==> src/rtl/fwd_pkg.sv <==
// Shared types and constants for the OTTER forwarding/hazard controller.
// Select encodings, the in-flight tag layout and opcodes the decoder uses to form ID_RS_USED.
package fwd_pkg;

   typedef struct packed {
      logic       valid;
      logic [4:0] rd;
      logic       wr;
      logic       ld;
   } tag_t;

   localparam int SEL_RF  = 0;
   localparam int SEL_MEM = 1;
   localparam int SEL_WB  = 2;

   localparam logic [6:0] OP_LOAD   = 7'b0000011;
   localparam logic [6:0] OP_STORE  = 7'b0100011;
   localparam logic [6:0] OP_BRANCH = 7'b1100011;
   localparam logic [6:0] OP_REG    = 7'b0110011;
   localparam logic [6:0] OP_IMM    = 7'b0010011;
   localparam logic [6:0] OP_JALR   = 7'b1100111;

   // Store data travels straight to memory, so only its address operand reaches the ALU.
   function automatic logic [1:0] rs_used(input logic [6:0] opcode);
      logic [1:0] used;
      used = 2'b00;
      case (opcode)
         OP_REG, OP_BRANCH:                used = 2'b11;
         OP_LOAD, OP_STORE, OP_IMM, OP_JALR: used = 2'b01;
         default:                          used = 2'b00;
      endcase
      return used;
   endfunction

endpackage

==> src/rtl/fwd_match.sv <==
// Finds the youngest in-flight producer of one source register.
// Purely combinational; idx_o is the tag's current position (0 = EX).
module fwd_match
   import fwd_pkg::*;
#(
   parameter int NT    = 2,
   parameter int RA_W  = 5,
   parameter int SEL_W = 2
) (
   input  logic [NT-1:0]      tag_vld_i,
   input  logic [NT*RA_W-1:0] tag_rd_i,
   input  logic [NT-1:0]      tag_wr_i,
   input  logic [NT-1:0]      tag_ld_i,
   input  logic [RA_W-1:0]    rs_i,
   input  logic               used_i,
   output logic               hit_o,
   output logic [SEL_W-1:0]   idx_o,
   output logic               is_load_o
);

   // Scan oldest to youngest so the youngest match is the one left standing.
   always_comb begin
      hit_o     = 1'b0;
      idx_o     = SEL_W'(SEL_RF);
      is_load_o = 1'b0;
      for (int i = NT - 1; i >= 0; i--) begin
         if (used_i && tag_vld_i[i] && tag_wr_i[i] && (tag_rd_i[i*RA_W +: RA_W] == rs_i)) begin
            hit_o     = 1'b1;
            idx_o     = SEL_W'(i);
            is_load_o = tag_ld_i[i];
         end
      end
   end

endmodule

==> src/rtl/fwd_hazard_unit.sv <==
// Forwarding and load-use hazard controller for the OTTER pipeline.
// Tracks destination tags of in-flight instructions and issues registered ALU forwarding selects.
module fwd_hazard_unit
   import fwd_pkg::*;
#(
   parameter int NUM_SRC  = 2,
   parameter int DEPTH    = 3,
   parameter int LOAD_IDX = 2,
   parameter int RA_W     = 5,
   parameter int SEL_W    = $clog2(DEPTH)
) (
   input  logic                     CLK,
   input  logic                     RST,
   input  logic                     ID_VALID,
   input  logic [NUM_SRC*RA_W-1:0]  ID_RS,
   input  logic [NUM_SRC-1:0]       ID_RS_USED,
   input  logic [RA_W-1:0]          ID_RD,
   input  logic                     ID_REGWRITE,
   input  logic                     ID_IS_LOAD,
   input  logic                     MEM_READY,
   input  logic                     FLUSH,
   output logic                     STALL,
   output logic                     FREEZE,
   output logic [NUM_SRC*SEL_W-1:0] EX_SEL,
   output logic [31:0]              STALL_CNT
);

   // The oldest stage never needs a tag: the register file is write-first.
   localparam int NT = DEPTH - 1;

   if (DEPTH < SEL_WB) begin : g_bad_depth
      $error("fwd_hazard_unit: DEPTH must be at least 2");
   end
   if (LOAD_IDX < SEL_MEM || LOAD_IDX > DEPTH - 1) begin : g_bad_load_idx
      $error("fwd_hazard_unit: LOAD_IDX must lie in 1..DEPTH-1");
   end

   logic [NT-1:0]            vld_q, vld_d;
   logic [NT-1:0]            wr_q, wr_d;
   logic [NT-1:0]            ld_q, ld_d;
   logic [NT*RA_W-1:0]       rd_q, rd_d;
   logic [NUM_SRC*SEL_W-1:0] ex_sel_q, ex_sel_d;
   logic [31:0]              cnt_q, cnt_d;

   logic [NUM_SRC-1:0]       hit, hit_ld;
   logic [NUM_SRC*SEL_W-1:0] hit_idx;
   logic                     load_hz;
   logic                     bubble;

   function automatic logic [31:0] sat_inc(input logic [31:0] c);
      return (c == 32'hFFFF_FFFF) ? c : c + 32'd1;
   endfunction

   for (genvar k = 0; k < NUM_SRC; k++) begin : g_src
      fwd_match #(
         .NT   (NT),
         .RA_W (RA_W),
         .SEL_W(SEL_W)
      ) u_match (
         .tag_vld_i(vld_q),
         .tag_rd_i (rd_q),
         .tag_wr_i (wr_q),
         .tag_ld_i (ld_q),
         .rs_i     (ID_RS[k*RA_W +: RA_W]),
         .used_i   (ID_RS_USED[k]),
         .hit_o    (hit[k]),
         .idx_o    (hit_idx[k*SEL_W +: SEL_W]),
         .is_load_o(hit_ld[k])
      );
   end

   // A load is usable once it would sit at LOAD_IDX or later when this instruction enters EX.
   always_comb begin
      load_hz = 1'b0;
      for (int k = 0; k < NUM_SRC; k++) begin
         if (hit[k] && hit_ld[k] && ((int'(hit_idx[k*SEL_W +: SEL_W]) + 1) < LOAD_IDX)) begin
            load_hz = 1'b1;
         end
      end
   end

   assign STALL     = ID_VALID && !FLUSH && load_hz;
   assign FREEZE    = ~MEM_READY;
   assign bubble    = ~ID_VALID | STALL | FLUSH;
   assign EX_SEL    = ex_sel_q;
   assign STALL_CNT = cnt_q;

   always_comb begin
      vld_d    = vld_q;
      wr_d     = wr_q;
      ld_d     = ld_q;
      rd_d     = rd_q;
      ex_sel_d = ex_sel_q;
      cnt_d    = cnt_q;
      if (MEM_READY) begin
         for (int i = NT - 1; i >= 1; i--) begin
            vld_d[i]              = vld_q[i-1];
            wr_d[i]               = wr_q[i-1];
            ld_d[i]               = ld_q[i-1];
            rd_d[i*RA_W +: RA_W]  = rd_q[(i-1)*RA_W +: RA_W];
         end
         vld_d[0]      = ~bubble;
         wr_d[0]       = ID_REGWRITE && (ID_RD != '0);
         ld_d[0]       = ID_IS_LOAD;
         rd_d[0 +: RA_W] = ID_RD;
         for (int k = 0; k < NUM_SRC; k++) begin
            if (!bubble && hit[k]) begin
               ex_sel_d[k*SEL_W +: SEL_W] = hit_idx[k*SEL_W +: SEL_W] + 1'b1;
            end else begin
               ex_sel_d[k*SEL_W +: SEL_W] = SEL_W'(SEL_RF);
            end
         end
         if (STALL) begin
            cnt_d = sat_inc(cnt_q);
         end
      end
   end

   always_ff @(posedge CLK) begin
      if (RST) begin
         vld_q    <= '0;
         ex_sel_q <= '0;
         cnt_q    <= '0;
      end else begin
         vld_q    <= vld_d;
         ex_sel_q <= ex_sel_d;
         cnt_q    <= cnt_d;
      end
   end

   // Tag payload is qualified by vld_q, so it carries no reset.
   always_ff @(posedge CLK) begin
      wr_q <= wr_d;
      ld_q <= ld_d;
      rd_q <= rd_d;
   end

endmodule

==> config.mk <==
export PLATFORM = sky130hd
export DESIGN_NAME = fwd_hazard_unit
export DESIGN_NICKNAME = d
export VERILOG_FILES = /design/src/rtl/fwd_pkg.sv /design/src/rtl/fwd_match.sv /design/src/rtl/fwd_hazard_unit.sv
export SDC_FILE = /design/constraint.sdc
export NUM_CORES = 1
export LEC_CHECK = 0
export CORE_MARGIN = 1.5
export CORE_UTILIZATION = 44
export DETAILED_ROUTE_END_ITERATION = 10
export PLACE_DENSITY = 0.75
export SETUP_SLACK_MARGIN = 0.05
export SLEW_MARGIN = 15
export SYNTH_ARGS = -nofsm -noshare
export SYNTH_HDL_FRONTEND = slang
export SYNTH_SLANG_ARGS = --single-unit
==> constraint.sdc <==
create_clock -name CLK -period 2.4 [get_ports CLK]
set_input_delay 0.36 -clock CLK [delete_from_list [all_inputs] [get_ports CLK]]
set_output_delay 0.36 -clock CLK [all_outputs]
set_load 0.02 [all_outputs]
==> metrics.md, run 1 <==
| Metric | Value |
|---|---|
| Switching pwr | 0.3836 mW |
| Final hold vios | 0 |
| Root Buffer | clkbuf_8 |
| Post-Syn Area per Cell | 9.405 sq um |
| Register area share after synthesis | 0.4550 |
| Area Overhead vs Synth | 46.49% |
| Commonest non-fill, non-tap cell in the layout | clkdlybuf4s50_1 |
| Worst-path maximum fanout | 7 |
| Critical path buffers and inverters | 2 |
| Fin crit share | 0.9628 |
| Flip-flop and latch area | 1151 sq um |
| Maximum clock frequency | 432.8 MHz |
| Area share of the largest cell type after synthesis | 0.3007 |
| Clk network pwr share | 0.329 |
| Relative slew slack | 0.7184 |
| # nets final | 398 |
| Clock buffer depth | 2 |
| First-pass GRT wire length | 10250 um |
| Initial antenna violation count | 0 |
| Yosys Warn Count | 0 |
| Die Ht | 78.83 um |
| Final hold slack | 458.3 ps |
| Post-synth top flop | dfxtp_1 |
| Vias | 2379 |
| Clk sinks | 51 |
| Most frequent CP cell | or3_4 |
| Hold Crit Class | flop to flop |
| Post-Syn Nets | 294 |
| HP Start | EX_SEL[0] |
| Worst r2r src | rd_q[0] |
| Antenna Violating Nets Remaining | 0 |
| Max incr delay on CP | 450 ps |
| Gr ovfl total | 0 |
| TritonCTS clock tree | done |
| Post-DR wirelength/cell | 14.38 um |
| Worst R2R Setup Slack | 90 ps |
| Status | finished, final reports clean |
| Largest net degree at the start of global routing | 18 |
| IO Count | 62 |
| Largest area contributor in the netlist | dfxtp_1 |
| Crit path max-delay family | simple AND/OR/NAND/NOR gates |
| Worst hold path depth | 2 |
| FP Rows | 27 |
| First-pass DRT Iterations | 4 |
| Worst Setup End Kind | flop |
| Async set-reset flop share out of synthesis | 0 |
| N_diodes | 0 |
| Most frequent cells in the layout | clkdlybuf4s50_1, buf_4, dfxtp_1 |
| Worst r2r path cells | 8 |
| Drt via density | 5.334 |
| Vias in the first global route | 2208 |
| Die area | 6213 sq um |
| Max-slew violation count | 0 |
| Post-route DRC | 0 |
| Synth Cell Area | 2530 sq um |
| Switch share | 0.2379 |
| Port Buf Inserts | 61 |
| Reg power frac | 0.569 |
| 1st-iter DRT viols | 176 |
| CP Launch Type | flop |
| Post-synth EDFFs | 13 |
| Initial Util | 0.4566 |
| Final setup viols | 0 |
| Cell leakage power | 1.309 nW |
| FF-to-FF End | STALL_CNT[9] |
| Mapped Cells | 269 |
| Place WS | -418.1 ps |
| Fill count | 462 |
| Clock transition at the registers of the reported paths | 100 ps |
| Clock Skews | 8.817 ps |
| Area of the core | 5540 sq um |
| Die width | 78.83 um |
| Critical path required time | 2640 ps |
| Internal power | 1.229 mW |
| Slowest CP cell | edfxtp_1 |
| GRT Resource Usage Total | 0.2089 |
| Minimum clock period | 2311 ps |
| CP Cell Sequence | xor2_2 -> nor4_4 -> buf_4 -> a32oi_2 -> or3_4 -> buf_6 -> or3_4 -> a21oi_2 |
| Placer Congestion | 0.7953 |
| Worst EP arrival | 2550 ps |
| Comb pwr share | 0.102 |
| Peak VDD IR | 0.0002756 V |
| Final setup margin | 89.22 ps |
| Post-synthesis register bit count | 51 |
| H-tree Lvls | 2 |
| Clock Latency Late Sink | 310 ps |
| Yosys cell types | 40 |
| Dpl hpwl | 4796 um |
| Critical path class | flop to flop |
| Area of the multi-input gates | 1423 sq um |
| RSZ-0062 raised after global routing | yes |
| Worst Hold Endpoint | EX_SEL[0] |
| Area contributors post-synth | dfxtp_1, edfxtp_1, xor2_1, xnor2_1, nor2_1 |
| Max-Cap Viols | 0 |
| Layout cells sized above 1 | 0.1925 |
| Num CTS Buffers | 5 |
| Measured slew at the worst slew-check pin | 418.6 ps |
| PD cells | 435.1 nW/um^2 |
| Overall Power | 1.613 mW |
| Total routed wirelength | 6413 um |
cells by family (layout without fill, tap and decap cells):
logic type      after synthesis  after routing  synth area share
buf+inv                      11            116           0.01681
xor+xnor                     36             36            0.1246
flops                        51             51            0.4550
mux                           6              6           0.02572
fa+ha+maj                     1              1          0.004945
compound gates               33             33           0.08408
simple gates                131            131            0.2888
worst min-delay path, delay by kind of cell, from the launching register on:
family / cells / cell delay, ps
AND/OR/NAND/NOR: 1 / 50
AO/OA/AOI/OAI: 1 / 50
flip-flops: 1 / 320
layout make-up:
class,instances,share of cell area
clock inverter,1,0.002363
sequential,51,0.3106
inverter,4,0.004051
clock buffer,7,0.02330
tap,72,0.02431
multi-input combinational,207,0.3839
timing repair buffer,104,0.2515
through the flow:
| step | setup TNS, ps | std cells | util | cell area, sq um |
|---|---|---|---|---|
| floorplan | 0 | 269 | - | 2530 |
| global placement | -3048 | 435 | 0.6323 | 3503 |
| detailed placement | -4841 | 435 | 0.6323 | 3503 |
| CTS | 0 | 444 | 0.6549 | 3628 |
| global route | -13.01 | 446 | 0.6689 | 3706 |
| finish | 0 | 446 | 0.6689 | 3706 |
cell usage after synthesis, types with 5 or more instances:
cell,number
nor2_1,31
edfxtp_1,13
o21ai_0,7
dfxtp_1,38
xor2_1,21
nand4_1,12
xnor2_1,15
nand2_1,19
nand3_1,16
nor3_1,9
a21oi_1,14
clkbuf_1,6
and4_1,5
or3_1,8
state kept, by name (all words and copies together) (netlist names):
signal	count
EX_SEL	4
vld_q	2
rd_q	10
STALL_CNT	32
wr_q	2
ld_q	1
layer usage:
metal / vias up / track usage / share of wire
li1: 1189 / - / -
met1: 1110 / 0.2748 / 0.46
met2: 66 / 0.3569 / 0.48
met3: 14 / 0.02069 / 0.043
met4: 0 / 0.07544 / 0.019
met5: - / 0 / 0
power groups by stage:
stage	sequential [mW]	combinational [mW]	clock, mW
after floorplan	0.933	0.0617	0
after global placement	0.935	0.156	0
after detailed placement	0.936	0.160	0
after CTS	0.917	0.163	0.543
after global routing	0.919	0.177	0.570
final	0.917	0.164	0.531
worst max-delay path by stage:
stage,end,from,slack (ps),cells after the start
final,STALL_CNT[9],rd_q[0],90,8
after floorplan,STALL_CNT[17],rd_q[3],50,7
after global placement,STALL,ID_RS[3],-380,7
after detailed placement,STALL_CNT[31],ID_RS[8],-420,10
after CTS,STALL_CNT[9],rd_q[1],70,8
after global routing,STALL_CNT[9],rd_q[0],-10,8
repair_timing:
| item | in CTS | in global routing |
|---|---|---|
| setup endpoints to repair | 9 | 11 |
| endpoints found under the hold margin | 0 | 0 |
| pin swaps | 3 | 13 |
| setup buffers | 1 | 2 |
| hold buffers | 0 | 0 |
| gates resized for setup | 12 | 12 |
(Power assumes the default switching activity.)
==> inputs of run 2 (changes only) <==
- GPL_TIMING_DRIVEN: not set -> 0
==> run 2 against run 1 <==
  * The flow now finishes with violations (setup timing)
  * Sequential power barely moved
  * Clock skew fell by 1.1 ps
  * Sequential cell count did not move
  * Combinational power fell by 10%
  * Clock power rose by 11%
  * Via count fell by 2.7%
  * Clock-buffer cell count fell by 2
  * Global-route usage rose by 0.089 points
  * Register-to-register slack got worse by 70 ps
  * Maximum frequency fell by 4.9%
  * Highest routed layer unchanged
==> metrics.md, run 2 (synthesis results as in run 1) <==
| Metric | Value |
|---|---|
| Status | finished, violations left |
| Failing checks | setup timing |
| HP Start | EX_SEL[3] |
| Drt via density | 5.434 |
| Placer Congestion | 0.8236 |
| Final hold vios | 0 |
| Clock transition at the registers of the reported paths | 90 ps |
| Critical path buffers and inverters | 3 |
| Hold Crit Class | flop to flop |
| Fin crit share | 1.013 |
| Slowest CP cell | clkdlybuf4s50_1 |
| Initial antenna violation count | 0 |
| Layout cells sized above 1 | 0.1497 |
| Critical path class | input pin to flop |
| Clock buffer depth | 2 |
| Crit path max-delay family | simple AND/OR/NAND/NOR gates |
| Worst hold path depth | 2 |
| Dpl hpwl | 4289 um |
| GRT Resource Usage Total | 0.2098 |
| Max-Cap Viols | 0 |
| Root Buffer | clkbuf_8 |
| Clk sinks | 51 |
| Die area | 6213 sq um |
| N_diodes | 0 |
| Final setup viols | 1 |
| First-pass DRT Iterations | 4 |
| Post-DR wirelength/cell | 14.88 um |
| Post-route DRC | 0 |
| Port Buf Inserts | 61 |
| TritonCTS clock tree | done |
| Clock Latency Late Sink | 310 ps |
| H-tree Lvls | 2 |
| Crit. path cell count | 9 |
| Gr ovfl total | 0 |
| Initial Util | 0.4566 |
| RSZ-0062 raised after global routing | yes |
| Final setup margin | -30.91 ps |
| Area Overhead vs Synth | 41.59% |
| Cell leakage power | 1.197 nW |
| Relative slew slack | 0.6612 |
| Max-slew violation count | 0 |
| Total routed wirelength | 6337 um |
| Overall Power | 1.658 mW |
| First-pass GRT wire length | 10220 um |
| # nets final | 378 |
| CP Cell Sequence | clkdlybuf4s50_1 -> xor2_1 -> nor4_4 -> buf_4 -> a32oi_4 -> or3_4 -> buf_6 -> or4_1 -> a21oi_1 |
| Fill count | 452 |
| Die Ht | 78.83 um |
| Die width | 78.83 um |
| FP Rows | 27 |
| Peak VDD IR | 0.0003078 V |
| Minimum clock period | 2431 ps |
| Worst EP arrival | 2670 ps |
| PD cells | 462.7 nW/um^2 |
| Worst r2r src | rd_q[1] |
| IO Count | 62 |
| Antenna Violating Nets Remaining | 0 |
| Num CTS Buffers | 5 |
| 1st-iter DRT viols | 97 |
| Worst r2r path cells | 8 |
| Largest net degree at the start of global routing | 19 |
| # hold bufs at CTS | 0 |
| Measured slew at the worst slew-check pin | 508.2 ps |
| Final hold slack | 462.0 ps |
| Vias | 2315 |
| Area of the core | 5540 sq um |
| Vias in the first global route | 2182 |
| Clock Skews | 7.745 ps |
| Critical path required time | 2640 ps |
| Commonest non-fill, non-tap cell in the layout | clkdlybuf4s50_1 |
| Worst Setup SP | ID_RS[3] |
| Worst-path maximum fanout | 5 |
| Max incr delay on CP | 450 ps |
| Worst Setup End Kind | flop |
| Most frequent cells in the layout | clkdlybuf4s50_1, dfxtp_1, nor2_1 |
| Largest register FFs | 32 |
| Maximum clock frequency | 411.4 MHz |
| CP Launch Type | input pin |
run 2: repair_timing:
action / CTS / global route
pin swaps: 14 / 9
cloned: 1 / 0
setup buffers: 8 / 7
setup endpoints to repair: 28 / 23
resized for setup: 29 / 10
hold endpoints to repair: 0 / 0
run 2: layout make-up:
cell class / count / area [sq um] / area share
multi-input cells: 207 / 1455 / 0.4062
inverters: 4 / 15.01 / 0.004191
flip-flops and latches: 51 / 1154 / 0.3220
plain buffers: 7 / 35.03 / 0.009780
clock inverters: 3 / 38.79 / 0.01083
repair buffers: 77 / 725.7 / 0.2026
well taps: 72 / 90.09 / 0.02515
clock buffers: 5 / 68.82 / 0.01921
run 2: worst reg2reg max path, cell delays in order, from the launching register on:
cell and delay, ps:
edfxtp_1 460, xor2_2 190, nor4_4 310, buf_4 170, a32oi_4 120, or3_4 420, buf_6 140, or4_1 390
a21oi_1 130
run 2: final timing paths:
kind / to / slack (ps)
setup / recovery: STALL_CNT[17] / -30
hold / removal: EX_SEL[3] / 460
setup reg to reg: STALL_CNT[17] / 20
hold reg to reg: EX_SEL[3] / 460
run 2: power breakdown:
group / internal, mW / switching, mW / leakage, nW
Combinational: 0.0740 / 0.0732 / 0.707
Sequential: 0.901 / 0.0178 / 0.434
Clock: 0.306 / 0.286 / 0.0556
run 2: per-stage QoR:
step           cell area [sq um]  instances  TNS [ps]  utilization  worst slack [ps]
6_report                    3582        426    -30.91       0.6466            -30.91
5_1_grt                     3582        426    -304.4       0.6466            -115.6
3_5_place_dp                3231        402    -19450       0.5831            -946.7
4_1_cts                     3486        419    -67.51       0.6292            -42.73
2_1_floorplan               2530        269         0            -             52.79
3_3_place_gp                3231        402    -18380       0.5831            -926.8
run 2: metal layers:
metal	routed length, um	vias up	global-route usage	part of all wire
li1	-	1146	-	-
met1	2872	1098	0.2797	0.45
met2	3059	62	0.3431	0.48
met3	296	9	0.03908	0.047
met4	109	0	0.07018	0.017
met5	0	-	0	0
==> inputs of run 3 (changes only) <==
- CELL_PAD_IN_SITES_DETAIL_PLACEMENT: not set -> 0
- CELL_PAD_IN_SITES_GLOBAL_PLACEMENT: not set -> 2
- CORE_UTILIZATION: 44 -> 27
- PLACE_DENSITY: 0.75 -> not set
- PLACE_DENSITY_LB_ADDON: not set -> 0.1
==> run 3 against run 2 <==
  * The run still ends with setup timing left
  * Maximum frequency down 0.35%
  * Clock-buffer cell count unchanged
  * Die area up 60%
  * Sequential power about the same
  * Critical path depth unchanged
  * Critical path type unchanged
  * First-iteration DRC count down 63%
  * Global-route usage down 6.3 points
  * Critical endpoint unchanged
  * Utilization down 23 points
==> metrics.md, run 3 (synthesis results as in run 1) <==
| Metric | Value |
|---|---|
| Worst r2r path cells | 9 |
| Placer Congestion | 0.7979 |
| Layout cells sized above 1 | 0.2331 |
| # nets final | 380 |
| IO Count | 62 |
| Fin util | 0.4144 |
| Cell leakage power | 1.234 nW |
| Worst r2r src | rd_q[3] |
| Post-route DRC | 0 |
| Status | finished, violations left |
| # hold bufs at CTS | 0 |
| Fill count | 936 |
| Antenna Violating Nets Remaining | 0 |
| Initial Util | 0.2764 |
| Clock Skews | 6.372 ps |
| Critical path required time | 2640 ps |
| Overall Power | 1.804 mW |
| Minimum clock period | 2439 ps |
| Worst-path maximum fanout | 5 |
| Total routed wirelength | 7105 um |
| N_diodes | 0 |
| Worst Hold Endpoint | EX_SEL[2] |
| RSZ-0062 raised after global routing | yes |
| Largest register FFs | 32 |
| Largest net degree at the start of global routing | 19 |
| Clk sinks | 51 |
| DP Area | 3279 sq um |
| TritonCTS clock tree | done |
| CP Cell Sequence | clkdlybuf4s50_1 -> xor2_2 -> nor4_4 -> buf_4 -> a32oi_4 -> or3_4 -> buf_6 -> or4_4 -> a21oi_2 |
| Vias in the first global route | 2278 |
| Vias | 2270 |
| Num CTS Buffers | 5 |
| Final setup margin | -39.46 ps |
| Maximum clock frequency | 409.9 MHz |
| Final hold slack | 464.5 ps |
| Final cell count without fillers | 467 |
| 1st-iter DRT viols | 36 |
| Worst R2R Setup Slack | -30 ps |
| First-pass GRT wire length | 11650 um |
| Hold Crit Class | flop to flop |
| Slowest CP cell | clkdlybuf4s50_1 |
| Clock Latency Late Sink | 310 ps |
| Clock transition at the registers of the reported paths | 100 ps |
| Fin crit share | 1.016 |
| Max-Cap Viols | 0 |
| Worst EP arrival | 2680 ps |
| Final hold vios | 0 |
| Dpl hpwl | 5006 um |
| Die Ht | 99.80 um |
| Area of the core | 9153 sq um |
| Measured slew at the worst slew-check pin | 623.3 ps |
| Finished Cell Area | 3792 sq um |
| First-pass DRT Iterations | 4 |
| Final setup viols | 3 |
| Peak VDD IR | 0.0002575 V |
| GRT Resource Usage Total | 0.1473 |
| PD cells | 475.7 nW/um^2 |
| HP Start | EX_SEL[2] |
| Initial antenna violation count | 0 |
| Post-DR wirelength/cell | 15.21 um |
| Max-slew violation count | 0 |
| CP Launch Type | input pin |
| Post-Place Cells | 441 |
| Clock buffer depth | 2 |
| Die area | 9960 sq um |
| FP Rows | 35 |
| H-tree Lvls | 2 |
| Critical path class | input pin to flop |
| Die width | 99.80 um |
| Gr ovfl total | 0 |
| Relative slew slack | 0.5845 |
| Root Buffer | clkbuf_8 |
| Max incr delay on CP | 470 ps |
| Area Overhead vs Synth | 49.90% |
| Worst Setup End Kind | flop |
| Worst hold path depth | 2 |
| Most frequent cells in the layout | clkdlybuf4s50_1, dfxtp_1, nor2_1 |
| Port Buf Inserts | 61 |
| Drt via density | 4.861 |
| Failing checks | setup timing |
| FF-to-FF End | STALL_CNT[17] |
| Commonest non-fill, non-tap cell in the layout | clkdlybuf4s50_1 |
run 3: report_power, final:
group | switching [mW] | internal (mW)
combinational | 0.0747 | 0.0768
clock | 0.318 | 0.416
sequential | 0.0166 | 0.901
total | 0.410 | 1.39
run 3: area by class of cell:
class	count	area [sq um]	area share
clock inverter	3	67.56	0.01782
multi-input combinational	207	1544	0.4071
inverter	4	15.01	0.003959
clock buffer	5	68.82	0.01815
buffer	6	33.78	0.008908
sequential	51	1159	0.3055
timing repair buffer	80	765.7	0.2019
tap	111	138.9	0.03662
run 3: stage by stage:
step	TNS, ps	setup WS [ps]
floorplan	0	52.79
global placement	-22260	-1013
detailed placement	-22440	-1024
CTS	-141.6	-37.46
global route	-631.2	-162.4
finish	-93.14	-39.46
run 3: how the worst max path moves through the flow:
| stage | startpoint | end | slack (ps) | cells after the start |
|---|---|---|---|---|
| floorplan | rd_q[3] | STALL_CNT[17] | 50 | 7 |
| global placement | MEM_READY | STALL_CNT[17] | -1010 | 8 |
| detailed placement | MEM_READY | STALL_CNT[17] | -1020 | 8 |
| CTS | rd_q[0] | STALL_CNT[9] | -40 | 10 |
| global route | rd_q[3] | STALL | -160 | 8 |
| finish | ID_RS[3] | STALL_CNT[17] | -40 | 9 |
run 3: routing by layer:
| metal | GRT usage | vias up | share of wire |
|---|---|---|---|
| met5 | 0 | - | 0 |
| met4 | 0.04009 | 0 | 0.011 |
| met1 | 0.2052 | 1079 | 0.50 |
| met2 | 0.2339 | 37 | 0.46 |
| met3 | 0.02786 | 7 | 0.035 |
| li1 | - | 1147 | - |
run 3: worst max-delay path, delay by kind of cell:
kind                      cells  cell delay (ps)
AOI/OAI and AO/OA             2              200
xor gates and xnor gates      1              210
buffers and inverters         3              790
and+or+nand+nor               3             1130
run 3: what timing repair did:
item                       in CTS  in global routing
gates cloned                    1                  0
pin swaps                      12                 13
buffers inserted               15                  4
setup endpoints to repair      31                 21
gates resized for setup        34                 43
